File: src/rtl/seq_alu.sv
// seq_alu: sequential ALU. Single-cycle ops 0-9; iterative shift-add multiply
// and restoring divide for ops 10-15 when SEQ_ALU_MULDIV_EN is defined.
// Without SEQ_ALU_MULDIV_EN, ops 10-15 complete in one cycle with a zero result.
module seq_alu #(
  parameter int unsigned DW = 32
) (
  input  logic          clk_i,
  input  logic          rst_ni,
  input  logic          valid_i,
  input  logic [3:0]    ALUctrl_i,
  input  logic [DW-1:0] ALUop1_i,
  input  logic [DW-1:0] ALUop2_i,
  output logic          ready_o,
  output logic          out_valid_o,
  output logic [DW-1:0] ALUout_o,
  output logic          Eq_o
);

  localparam int unsigned SW = $clog2(DW);
`ifdef SEQ_ALU_MULDIV_EN
  localparam int unsigned CW  = SW + 1;
  localparam int unsigned DW2 = 2 * DW;
`endif

  localparam logic [3:0] OP_ADD   = 4'd0;
  localparam logic [3:0] OP_SUB   = 4'd1;
  localparam logic [3:0] OP_AND   = 4'd2;
  localparam logic [3:0] OP_OR    = 4'd3;
  localparam logic [3:0] OP_XOR   = 4'd4;
  localparam logic [3:0] OP_SLT   = 4'd5;
  localparam logic [3:0] OP_SLTU  = 4'd6;
  localparam logic [3:0] OP_SLL   = 4'd7;
  localparam logic [3:0] OP_SRL   = 4'd8;
  localparam logic [3:0] OP_SRA   = 4'd9;
`ifdef SEQ_ALU_MULDIV_EN
  localparam logic [3:0] OP_MULHU = 4'd11;
`endif

  // Elaboration-time guard on the operand width
  if (DW < 8 || DW > 64 || (DW & (DW - 1)) != 0) begin : g_bad_dw
    $error("seq_alu: DW must be a power of two between 8 and 64");
  end

  typedef enum logic [1:0] {
    S_IDLE = 2'd0,
`ifdef SEQ_ALU_MULDIV_EN
    S_MUL  = 2'd2,
    S_DIV  = 2'd3,
`endif
    S_DONE = 2'd1
  } state_e;

  state_e        state_q, state_d;
  logic          ready_q, ready_d;
  logic          out_valid_q, out_valid_d;
  logic          eq_q, eq_d;
  logic [DW-1:0] res_q, res_d;

  logic [DW-1:0] alu_res;
  logic [SW-1:0] shamt;
  logic          op_eq;

`ifdef SEQ_ALU_MULDIV_EN
  logic [CW-1:0]  cnt_q, cnt_d;
  logic [3:0]     op_q, op_d;
  logic [DW2-1:0] acc_q, acc_d;
  logic [DW-1:0]  opnd_q, opnd_d;
  logic [DW-1:0]  op1_q, op1_d;
  logic           qneg_q, qneg_d;
  logic           rneg_q, rneg_d;
  logic           dz_q, dz_d;
  logic           eqp_q, eqp_d;

  logic           is_mul, is_div;
  logic           sgn, neg1, neg2;
  logic [DW-1:0]  mag1, mag2;
  logic [DW:0]    mul_sum;
  logic [DW2-1:0] mul_acc;
  logic [DW:0]    div_shift, div_diff;
  logic [DW-1:0]  div_rem, div_quo;
  logic [DW-1:0]  div_q_fin, div_r_fin;
`endif

  assign shamt = ALUop2_i[SW-1:0];
  assign op_eq = (ALUop1_i == ALUop2_i);

  // Single-cycle result for the opcode currently on the inputs
  always_comb begin
    alu_res = '0;
    case (ALUctrl_i)
      OP_ADD:  alu_res = ALUop1_i + ALUop2_i;
      OP_SUB:  alu_res = ALUop1_i - ALUop2_i;
      OP_AND:  alu_res = ALUop1_i & ALUop2_i;
      OP_OR:   alu_res = ALUop1_i | ALUop2_i;
      OP_XOR:  alu_res = ALUop1_i ^ ALUop2_i;
      OP_SLT:  alu_res = DW'($signed(ALUop1_i) < $signed(ALUop2_i));
      OP_SLTU: alu_res = DW'(ALUop1_i < ALUop2_i);
      OP_SLL:  alu_res = ALUop1_i << shamt;
      OP_SRL:  alu_res = ALUop1_i >> shamt;
      OP_SRA:  alu_res = DW'($unsigned($signed(ALUop1_i) >>> shamt));
      default: alu_res = '0;
    endcase
  end

`ifdef SEQ_ALU_MULDIV_EN
  // Operand decode for the iterative ops: magnitudes for signed divide
  always_comb begin
    is_mul = (ALUctrl_i[3:1] == 3'b101);
    is_div = (ALUctrl_i[3:2] == 2'b11);
    sgn    = ~ALUctrl_i[0];
    neg1   = sgn & ALUop1_i[DW-1];
    neg2   = sgn & ALUop2_i[DW-1];
    mag1   = neg1 ? (-ALUop1_i) : ALUop1_i;
    mag2   = neg2 ? (-ALUop2_i) : ALUop2_i;
  end

  // One multiply step (acc = {partial, multiplier}) and one restoring-divide
  // step (acc = {remainder, dividend/quotient})
  always_comb begin
    mul_sum   = {1'b0, acc_q[DW2-1:DW]} + (acc_q[0] ? {1'b0, opnd_q} : '0);
    mul_acc   = {mul_sum, acc_q[DW-1:1]};
    div_shift = {acc_q[DW2-1:DW], acc_q[DW-1]};
    div_diff  = div_shift - {1'b0, opnd_q};
    if (!div_diff[DW]) begin
      div_rem = div_diff[DW-1:0];
      div_quo = {acc_q[DW-2:0], 1'b1};
    end else begin
      div_rem = div_shift[DW-1:0];
      div_quo = {acc_q[DW-2:0], 1'b0};
    end
    div_q_fin = dz_q ? '1    : (qneg_q ? (-div_quo) : div_quo);
    div_r_fin = dz_q ? op1_q : (rneg_q ? (-div_rem) : div_rem);
  end
`endif

  // Next-state, result capture and datapath sequencing
  always_comb begin
    state_d = state_q;
    res_d   = res_q;
    eq_d    = eq_q;
`ifdef SEQ_ALU_MULDIV_EN
    cnt_d   = cnt_q;
    op_d    = op_q;
    acc_d   = acc_q;
    opnd_d  = opnd_q;
    op1_d   = op1_q;
    qneg_d  = qneg_q;
    rneg_d  = rneg_q;
    dz_d    = dz_q;
    eqp_d   = eqp_q;
`endif
    case (state_q)
      S_IDLE: begin
        if (valid_i) begin
`ifdef SEQ_ALU_MULDIV_EN
          if (is_mul) begin
            op_d    = ALUctrl_i;
            acc_d   = {{DW{1'b0}}, ALUop1_i};
            opnd_d  = ALUop2_i;
            cnt_d   = CW'(DW);
            eqp_d   = op_eq;
            state_d = S_MUL;
          end else if (is_div) begin
            op_d    = ALUctrl_i;
            acc_d   = {{DW{1'b0}}, mag1};
            opnd_d  = mag2;
            op1_d   = ALUop1_i;
            qneg_d  = neg1 ^ neg2;
            rneg_d  = neg1;
            dz_d    = (ALUop2_i == '0);
            cnt_d   = CW'(DW);
            eqp_d   = op_eq;
            state_d = S_DIV;
          end else begin
            res_d   = alu_res;
            eq_d    = op_eq;
            state_d = S_DONE;
          end
`else
          res_d   = alu_res;
          eq_d    = op_eq;
          state_d = S_DONE;
`endif
        end
      end
`ifdef SEQ_ALU_MULDIV_EN
      S_MUL: begin
        acc_d = mul_acc;
        cnt_d = cnt_q - CW'(1);
        if (cnt_d == '0) begin
          res_d   = (op_q == OP_MULHU) ? mul_acc[DW2-1:DW] : mul_acc[DW-1:0];
          eq_d    = eqp_q;
          state_d = S_DONE;
        end
      end
      S_DIV: begin
        acc_d = {div_rem, div_quo};
        cnt_d = cnt_q - CW'(1);
        if (cnt_d == '0) begin
          res_d   = op_q[1] ? div_r_fin : div_q_fin;
          eq_d    = eqp_q;
          state_d = S_DONE;
        end
      end
`endif
      S_DONE:  state_d = S_IDLE;
      default: state_d = S_IDLE;
    endcase
    ready_d     = (state_d == S_IDLE);
    out_valid_d = (state_d == S_DONE);
  end

  // State and output registers with synchronous active-low reset
  always_ff @(posedge clk_i) begin
    if (!rst_ni) begin
      state_q     <= S_IDLE;
      ready_q     <= 1'b1;
      out_valid_q <= 1'b0;
      res_q       <= '0;
      eq_q        <= 1'b0;
`ifdef SEQ_ALU_MULDIV_EN
      cnt_q       <= '0;
      op_q        <= '0;
      acc_q       <= '0;
      opnd_q      <= '0;
      op1_q       <= '0;
      qneg_q      <= 1'b0;
      rneg_q      <= 1'b0;
      dz_q        <= 1'b0;
      eqp_q       <= 1'b0;
`endif
    end else begin
      state_q     <= state_d;
      ready_q     <= ready_d;
      out_valid_q <= out_valid_d;
      res_q       <= res_d;
      eq_q        <= eq_d;
`ifdef SEQ_ALU_MULDIV_EN
      cnt_q       <= cnt_d;
      op_q        <= op_d;
      acc_q       <= acc_d;
      opnd_q      <= opnd_d;
      op1_q       <= op1_d;
      qneg_q      <= qneg_d;
      rneg_q      <= rneg_d;
      dz_q        <= dz_d;
      eqp_q       <= eqp_d;
`endif
    end
  end

  assign ready_o     = ready_q;
  assign out_valid_o = out_valid_q;
  assign ALUout_o    = res_q;
  assign Eq_o        = eq_q;

endmodule

File: config.mk
export PLATFORM = sky130hd
export DESIGN_NAME = seq_alu
export DESIGN_NICKNAME = d
export VERILOG_FILES = /design/src/rtl/seq_alu.sv
export SDC_FILE = /design/constraint.sdc
export NUM_CORES = 1
export LEC_CHECK = 0
export CORE_UTILIZATION = 60
export DETAILED_ROUTE_END_ITERATION = 12
export PLACE_DENSITY = 0.84
export SKIP_CTS_REPAIR_TIMING = 1
export SYNTH_ARGS = -nofsm -noshare
export SYNTH_HDL_FRONTEND = slang
export SYNTH_SLANG_ARGS = --single-unit
File: constraint.sdc
create_clock -name clk_i -period 4.53 [get_ports clk_i]
set_input_delay 0.906 -clock clk_i [delete_from_list [all_inputs] [get_ports clk_i]]
set_output_delay 0.906 -clock clk_i [all_outputs]
set_load 0.02 [all_outputs]
# ---- Word level (Yosys, flattened, before mapping)
# Index checks and enable logic that the tools add are counted.
dict set report word_totals {
  ff_bits 37
  input_bits 71
  word_cells 33
}
dict set report classes {
  add_sub_neg 2
  magnitude_cmp 2
  eq_ne 11
  shifts 3
  n_mux 3
  bitwise_logic 3
  reduce_logical 4
}
# op n
set op_table {}
lappend op_table {{$pmux W32 S10} 1}
lappend op_table {{$lt A32 B32 Y1} 2}
lappend op_table {{$add A32 B32 Y32} 1}
lappend op_table {{$and A32 B32 Y32} 1}
lappend op_table {{$eq A32 B32 Y1} 1}
lappend op_table {{$or A32 B32 Y32} 1}
lappend op_table {{$shl A32 B5 Y32} 1}
lappend op_table {{$shr A32 B5 Y32} 1}
lappend op_table {{$sshr A32 B5 Y32} 1}
lappend op_table {{$sub A32 B32 Y32} 1}
lappend op_table {{$xor A32 B32 Y32} 1}
lappend op_table {{$eq A4 B3 Y1 const B} 4}
lappend op_table {{$eq A4 B2 Y1 const B} 2}
lappend op_table {{$eq A4 B4 Y1 const B} 2}
lappend op_table {{$eq A4 B1 Y1 const B} 1}
lappend op_table {{$logic_not A2 Y1} 2}
lappend op_table {{$logic_not A4 Y1} 1}
lappend op_table {{$mux W2} 2}
lappend op_table {{$eq A2 B1 Y1 const B} 1}
lappend op_table {{$reduce_and A2 Y1} 1}

# ---- Logic depth before layout (Yosys ltp)
# Gate-level depths: netlist of the first run.
dict set report depth {
  word_depth 3
  ltp_mapped 15
}

# ---- Least setup slack after synthesis of the first run
# OpenSTA, ideal clock, no wires.
dict set report synth_path {
  path_kind {input to register}
  start {in ALUop2_i[2]}
  end {reg res_q[30], in the netlist ALUout_o[30]}
  setup_time_ps 116
  arrival_ps 3822
  slack_ps 593
  path_stages 15
  path_buffers 4
  cell_sequence {clkbuf_1 -> inv_2 -> buf_2 -> clkbuf_1 -> ha_1 -> buf_2 -> a21o_1 -> a221oi_2 -> o21ba_2 -> o21ai_2 -> a31oi_4 -> o31ai_1 -> a221oi_1 -> mux2i_1 -> a31o_1}
}
dict set report synth_via {
  elab_chain_cells 2
  word_cells_on_any_way 6
  cone_classes {2 x add/sub; 3 x shift; 1 x mux}
}
# element line_no
set synth_lines {}
lappend synth_lines {{start, declared} 12} ;# input logic [DW-1:0] ALUop2_i,
lappend synth_lines {{$sub A32 B32 Y32 (tied with other cells)} 92} ;# OP_SUB: alu_res = ALUop1_i - ALUop2_i;
lappend synth_lines {{$pmux W32 S10 (*)} 90} ;# case (ALUctrl_i)
lappend synth_lines {{end signal, assigned} 236} ;# res_q <= res_d;
lappend synth_lines {{end, declared} 57} ;# logic [DW-1:0] res_q, res_d;
# Mark *: on every way between the ends. The rest lies on a longest branch, timed or not.
# A chain may end at the register's enable or synchronous reset.

# ---- Worst setup path in the final report of the first run
dict set report layout_path {
  start {in ALUop1_i[0]}
  end {reg res_q[30], in the netlist ALUout_o[30]}
}
dict set report layout_via {
  elab_chain_cells 2
  word_cells_on_any_way 6
  cone_classes {2 x add/sub; 3 x shift; 1 x mux}
}
# element line_no
set layout_lines {}
lappend layout_lines {{start, declared} 11} ;# input logic [DW-1:0] ALUop1_i,
lappend layout_lines {{$sub A32 B32 Y32 (tied with other cells)} 92}
lappend layout_lines {{$pmux W32 S10 (*)} 90}
# Marks and branches as above.

==> results.cfg, run 1 <==
[outcome]
outcome = completed

[routing]
wl_met2_um = 17950
dr.max_layer_used = met5
via_count = 12360
wl_um = 44320
wire_per_inst_um = 26.43
wl_met1_um = 15330
vias_per_cell = 7.369
firstDrtPassIters = 7
drc_errors = 0
drtAntennaViolNets = 0
drt_iter0_markers = 2088
wl_met3_um = 7085

[floorplanning]
die_x_um = 130.6
initial_core_util = 0.6205
die-height_um = 130.6
die-area_mm2 = 0.01707
core_area_mm2 = 0.01600
row_count = 46
io_pins = 106

[timing]
finalCritPeriodShare = 0.9150
rsz0062_at_grt = no
worst_slew_pin_slew_ps = 814.5
setup-tns-final_ps = 0
slew_headroom = 0.4513
max_freq_ghz = 0.2413
finalSetupViolations = 0
finalCriticalPeriod_ps = 4145
timing.final.max_slew_violations = 0
skew_ps = 9.314
hold_violations = 0

[setup_path]
ff2ff_setup_slack_ps = 1940
reg2reg_to = ALUout_o[23]
cpMaxStageDelayCell = a2111oi_4
critPathLaunchType = input pin
cp.arrival_ps = 4340
cp_max_fo = 5
path_cells = clkdlybuf4s50_1 > inv_1 > ha_1 > inv_1 > fa_1 > nor2b_1 > o21ai_1 > a21oi_1 > a2111oi_4 > o2111ai_1 > o211ai_1 > a21boi_1 > a31o_1 > a31o_1
crit_type = input pin to register
rr_worst_depth = 9
critPathRequiredTime_ps = 4730
cp-end-kind = register
reg2reg_from = state_q[0]
crit_path_max_incr_delay_ps = 560

[cts]
clkTransAtPathRegs_ps = 70
root_buffer = clkbuf_16
cts_tree = done
htreeDepth = 2
clk_path_buf_depth = 2
clkLatencyLatePin_ps = 300
clock-sinks = 37
numCtsBuffers = 5

[min_path]
hold_path_class = register to register
min_delay_path_depth = 2
hold_path_end = ALUout_o[2]
worstHoldStart = ALUout_o[2]

[synthesis]
synth.avg_cell_area_um2 = 7.148
syn_nets = 1559
syn_area_mm2 = 0.009928
synth-async-reset-ratio = 0
synth_seq_cells = 37
ys.warnings.count = 0
ys.flop_type = dfxtp_1
synth_edf_count = 0
synth-seq-area-share = 0.07461
synthCells = 1389
synth_cell_types = 100

[power]
switchingPower_mw = 1.013
p_int_mw = 1.025
clock_power_share = 0.186
leakagePower_nw = 4.761
p_per_area_mw_per_mm2 = 179.4
peakVddDrop_mv = 0.1496
power_frac_seq = 0.168
p_total_mw = 2.038
swShare = 0.4968
share_comb_of_total_power = 0.646

[grt]
grt_usage = 0.5149
antenna_found_initial = 0
grt_pass1_wl_um = 65020
grt_overflow = 0
grt_max_degree = 85
grt_pass1_vias = 11070

[final_layout]
final_nets = 1629
final_core_util = 0.7100
area_delta_synth_final_pct = 14.43
drive_gt1_frac = 0.1144

[place]
port_buffers = 105
dpl.hpwl_um = 33580
place.gp.congestion = 1.059

[run]
maxCapViolations = 0
-- power groups by stage --
stage | sequential, mW | combinational, mW | clock, mW
3_5_place_dp | 0.348 | 1.24 | 0
4_1_cts | 0.341 | 1.25 | 0.366
3_3_place_gp | 0.348 | 1.23 | 0
6_report | 0.342 | 1.32 | 0.379
5_1_grt | 0.342 | 1.38 | 0.379
2_1_floorplan | 0.357 | 0.801 | 0
-- layer usage --
| layer | up-vias | global-route usage |
|---|---|---|
| met4 | 2 | 0.3881 |
| met2 | 1211 | 0.7473 |
| li1 | 5265 | - |
| met1 | 5601 | 0.6289 |
| met3 | 279 | 0.1706 |
| met5 | - | 0.02059 |
-- worst max-delay path: cells and delay by family --
family          cells  cell delay, ps
compound gates      8            1990
simple gates        1             160
buf+inv             3             710
fa+ha+maj           2             570
-- layout by cell type, fill, tap and decap left out, types with 15 or more instances in the layout --
cell	netlist	layout
inv_1	97	97
nand2_1	119	119
dfxtp_1	37	37
a21oi_1	139	139
o21ai_1	18	18
buf_4	6	68
ha_1	97	97
nor2_1	158	158
nor3_1	32	30
mux4_2	39	39
o21ai_0	89	89
o211ai_1	24	24
clkdlybuf4s50_1	0	100
a211oi_1	26	26
mux2i_1	55	55
a21o_1	15	15
a31oi_1	19	19
nand3_1	28	28
xnor2_1	16	16
-- flip-flops by register name, summed over array words and instances, names as in the netlist --
signal / count
ALUout_o: 32
state_q: 2
out_valid_o: 1
Eq_o: 1
ready_o: 1
-- cells by family after synthesis --
| kind of cell | after synthesis | synth area share |
|---|---|---|
| AO/OA/AOI/OAI | 493 | 0.3367 |
| XOR/XNOR | 20 | 0.01764 |
| adder cells (fa/ha/maj) | 99 | 0.1263 |
| buffers and inverters | 212 | 0.09389 |
| flip-flops | 37 | 0.07461 |
| multiplexers | 102 | 0.1545 |
| other | 1 | 0.0003777 |
| AND/OR/NAND/NOR | 425 | 0.1960 |
-- layout make-up --
| cell class | instances | area (µm²) |
|---|---|---|
| tap | 216 | 270.3 |
| fill | 1403 | 4639 |
| sequential | 37 | 740.7 |
| inverter | 102 | 382.9 |
| antenna | 1 | 2.502 |
| clock inverter | 3 | 17.52 |
| timing repair buffer | 173 | 1551 |
| clock buffer | 5 | 125.1 |
| multi-input combinational | 1140 | 8270 |
-- cell usage after synthesis, types with 6 or more instances --
| cell | number | share of area |
|---|---|---|
| clkbuf_1 | 56 | 0.021 |
| nand3_1 | 28 | 0.014 |
| a22o_1 | 7 | 0.0062 |
| a222oi_1 | 10 | 0.010 |
| buf_2 | 27 | 0.014 |
| or3_1 | 8 | 0.0050 |
| o211ai_1 | 24 | 0.018 |
| buf_1 | 12 | 0.0045 |
| and2_1 | 10 | 0.0063 |
| nand2_1 | 119 | 0.045 |
| dfxtp_1 | 37 | 0.075 |
| buf_4 | 6 | 0.0045 |
| nor4_1 | 10 | 0.0063 |
| o21ai_0 | 89 | 0.045 |
| and3_1 | 8 | 0.0050 |
| nor3_1 | 32 | 0.016 |
| o221ai_1 | 8 | 0.0071 |
| a211oi_1 | 26 | 0.020 |
| a31oi_1 | 19 | 0.012 |
| o21bai_1 | 14 | 0.011 |
| a22oi_1 | 10 | 0.0076 |
| a21oi_1 | 139 | 0.070 |
| nor2_1 | 158 | 0.060 |
| a221oi_1 | 11 | 0.0097 |
| nor2b_1 | 8 | 0.0050 |
| a21o_1 | 15 | 0.011 |
| mux4_2 | 39 | 0.088 |
| a211o_1 | 10 | 0.0088 |
| or4_1 | 6 | 0.0045 |
| mux2i_1 | 55 | 0.055 |
| o31ai_1 | 12 | 0.0091 |
| o21ai_1 | 18 | 0.0091 |
| nand2b_1 | 12 | 0.0076 |
| xnor2_1 | 16 | 0.014 |
| inv_1 | 97 | 0.037 |
| ha_1 | 97 | 0.12 |
-- how the worst max path moves through the flow --
stage | from | end | slack [ps] | depth (start not counted)
final | ALUop1_i[0] | ALUout_o[30] | 390 | 14
after global routing | ALUop1_i[0] | ALUout_o[30] | 210 | 14
after detailed placement | ALUop1_i[0] | ALUout_o[30] | 200 | 14
after CTS | ALUop1_i[0] | ALUout_o[30] | 480 | 14
after global placement | ALUop1_i[0] | ALUout_o[30] | 280 | 14
after floorplan | ALUop2_i[2] | ALUout_o[30] | 590 | 15
-- stage by stage --
step	instance area, µm²	cells	hold slack, ps	worst slack, ps
after floorplan	9928	1389	530.4	592.6
after global placement	11220	1668	442.8	284.4
after detailed placement	11220	1668	452.0	198.3
after CTS	11360	1676	459.5	481.7
after global routing	11360	1676	491.9	214.2
final	11360	1677	465.0	385.3
Power figures use the tool's default switching activity.
==> run 2, diff against run 1 <==
- CORE_ASPECT_RATIO: not set -> 1.4
- CTS_CLUSTER_SIZE: not set -> 12
==> results.cfg, run 2 (synthesized netlist as in run 1, its figures left out) <==
[timing]
rsz0062_at_grt = no
finalCriticalPeriod_ps = 4121
max_freq_ghz = 0.2426
setup-tns-final_ps = 0
slew_headroom = 0.3508
finalCritPeriodShare = 0.9098
finalSetupViolations = 0
worst_slew_pin_slew_ps = 963.6
hold_violations = 0
timing.final.max_slew_violations = 0
skew_ps = 6.166

[final_layout]
layout_commonest_cell = nor2_1
multi_input_area_mm2 = 0.008270
largest_reg_flops = 32
final-seq-area_um2 = 740.7
fin_area_mm2 = 0.01131
final_nets = 1626
nFillCells = 1415
drive_gt1_frac = 0.1113
mostFrequentLayoutCells = nor2_1, a21oi_1, nand2_1, clkdlybuf4s50_1
area_delta_synth_final_pct = 13.96
diodes = 0

[floorplanning]
row_count = 55
die_x_um = 110.7
initial_core_util = 0.6139
die-area_mm2 = 0.01707
core_area_mm2 = 0.01617
die-height_um = 154.2
io_pins = 106

[routing]
drtAntennaViolNets = 0
drt_iter0_markers = 2395
wl_um = 45510
vias_per_cell = 7.452
wire_per_inst_um = 27.50
firstDrtPassIters = 8
drc_errors = 0
via_count = 12330

[min_path]
hold_path_class = register to register
min_delay_path_depth = 2
hold_path_end = ALUout_o[3]
worstHoldStart = ALUout_o[3]

[setup_path]
critPathRequiredTime_ps = 4700
cp.arrival_ps = 4300
ff2ff_setup_slack_ps = 2080
critPathLaunchType = input pin
reg2reg_to = ALUout_o[23]
crit_type = input pin to register
cp-end-kind = register
cp_max_fo = 5
reg2reg_from = state_q[0]
rr_worst_depth = 9

[grt]
grt_pass1_wl_um = 67410
grt_overflow = 0
grt_pass1_vias = 11530
antenna_found_initial = 0
grt_max_degree = 84
grt_usage = 0.5150

[cts]
cts_tree = done
numCtsBuffers = 5
clkTransAtPathRegs_ps = 60
clock-sinks = 37
root_buffer = clkbuf_16
htreeDepth = 2
clk_path_buf_depth = 2
clkLatencyLatePin_ps = 290

[place]
port_buffers = 105
place.gp.congestion = 1.103
dpl-instance-area_mm2 = 0.01117
dpl.hpwl_um = 34670

[run]
maxCapViolations = 0

[power]
p_per_area_mw_per_mm2 = 179.8
leakagePower_nw = 4.746
peakVddDrop_mv = 0.1479

[outcome]
outcome = completed
## run 2: changes by cell type in the layout (fill, tap and decap cells not counted)
| cell | delta |
|---|---|
| buf_4 | -3 |
| clkbuf_1 | +1 |
| clkbuf_8 | +1 |
| clkinv_2 | -2 |
| clkinvlp_4 | -1 |
| diode_2 | -1 |
## run 2: how the worst max path moves through the flow
| stage | cells after the start | to | slack (ps) | startpoint |
|---|---|---|---|---|
| final | 14 | ALUout_o[30] | 410 | ALUop1_i[0] |
| after floorplan | 15 | ALUout_o[30] | 590 | ALUop2_i[2] |
| after global placement | 14 | ALUout_o[30] | 300 | ALUop1_i[0] |
| after detailed placement | 14 | ALUout_o[30] | 220 | ALUop1_i[0] |
| after global routing | 14 | ALUout_o[30] | 230 | ALUop1_i[0] |
| after CTS | 14 | ALUout_o[30] | 470 | ALUop1_i[0] |
## run 2: worst max-delay path: stages
cell and delay [ps]:
clkdlybuf4s50_1 490, inv_1 120, ha_1 180, inv_1 60
fa_1 390, nor2b_1 160, o21ai_1 210, a21oi_1 180
a2111oi_4 580, o2111ai_1 200, o211ai_1 240, a21boi_1 140
a31o_1 230, a31o_1 210
## run 2: power breakdown
part           switching [mW]  total, mW  internal [mW]
clock                   0.153      0.370          0.217
combinational           0.832       1.32          0.488
sequential            0.00883      0.344          0.335
## run 2: layer usage
layer	vias to the layer above	global-route usage	part of all wire
li1	5259	-	-
met1	5640	0.5962	0.34
met2	1133	0.8116	0.44
met3	299	0.1391	0.13
met4	2	0.3835	0.093
met5	-	0.02319	0.0011
## run 2: metrics by stage
step | utilization | hold slack (ps) | setup WS [ps] | power (mW) | std cells
floorplan | - | 530.4 | 592.6 | 1.158 | 1389
finish | 0.6997 | 462.1 | 408.5 | 2.034 | 1655
global route | 0.6997 | 484.2 | 229.6 | 2.098 | 1655
detailed placement | 0.6908 | 461.9 | 218.1 | 1.593 | 1648
global placement | 0.6908 | 445.6 | 304.1 | 1.584 | 1648
CTS | 0.6997 | 467.7 | 472.4 | 1.957 | 1655
## run 2: final cells by class
class / count / share of cell area
Tap cell: 199 / 0.02201
Timing Repair Buffer: 170 / 0.1351
Multi-Input combinational cell: 1140 / 0.7310
Clock buffer: 7 / 0.01261
Inverter: 102 / 0.03384
Sequential cell: 37 / 0.06546
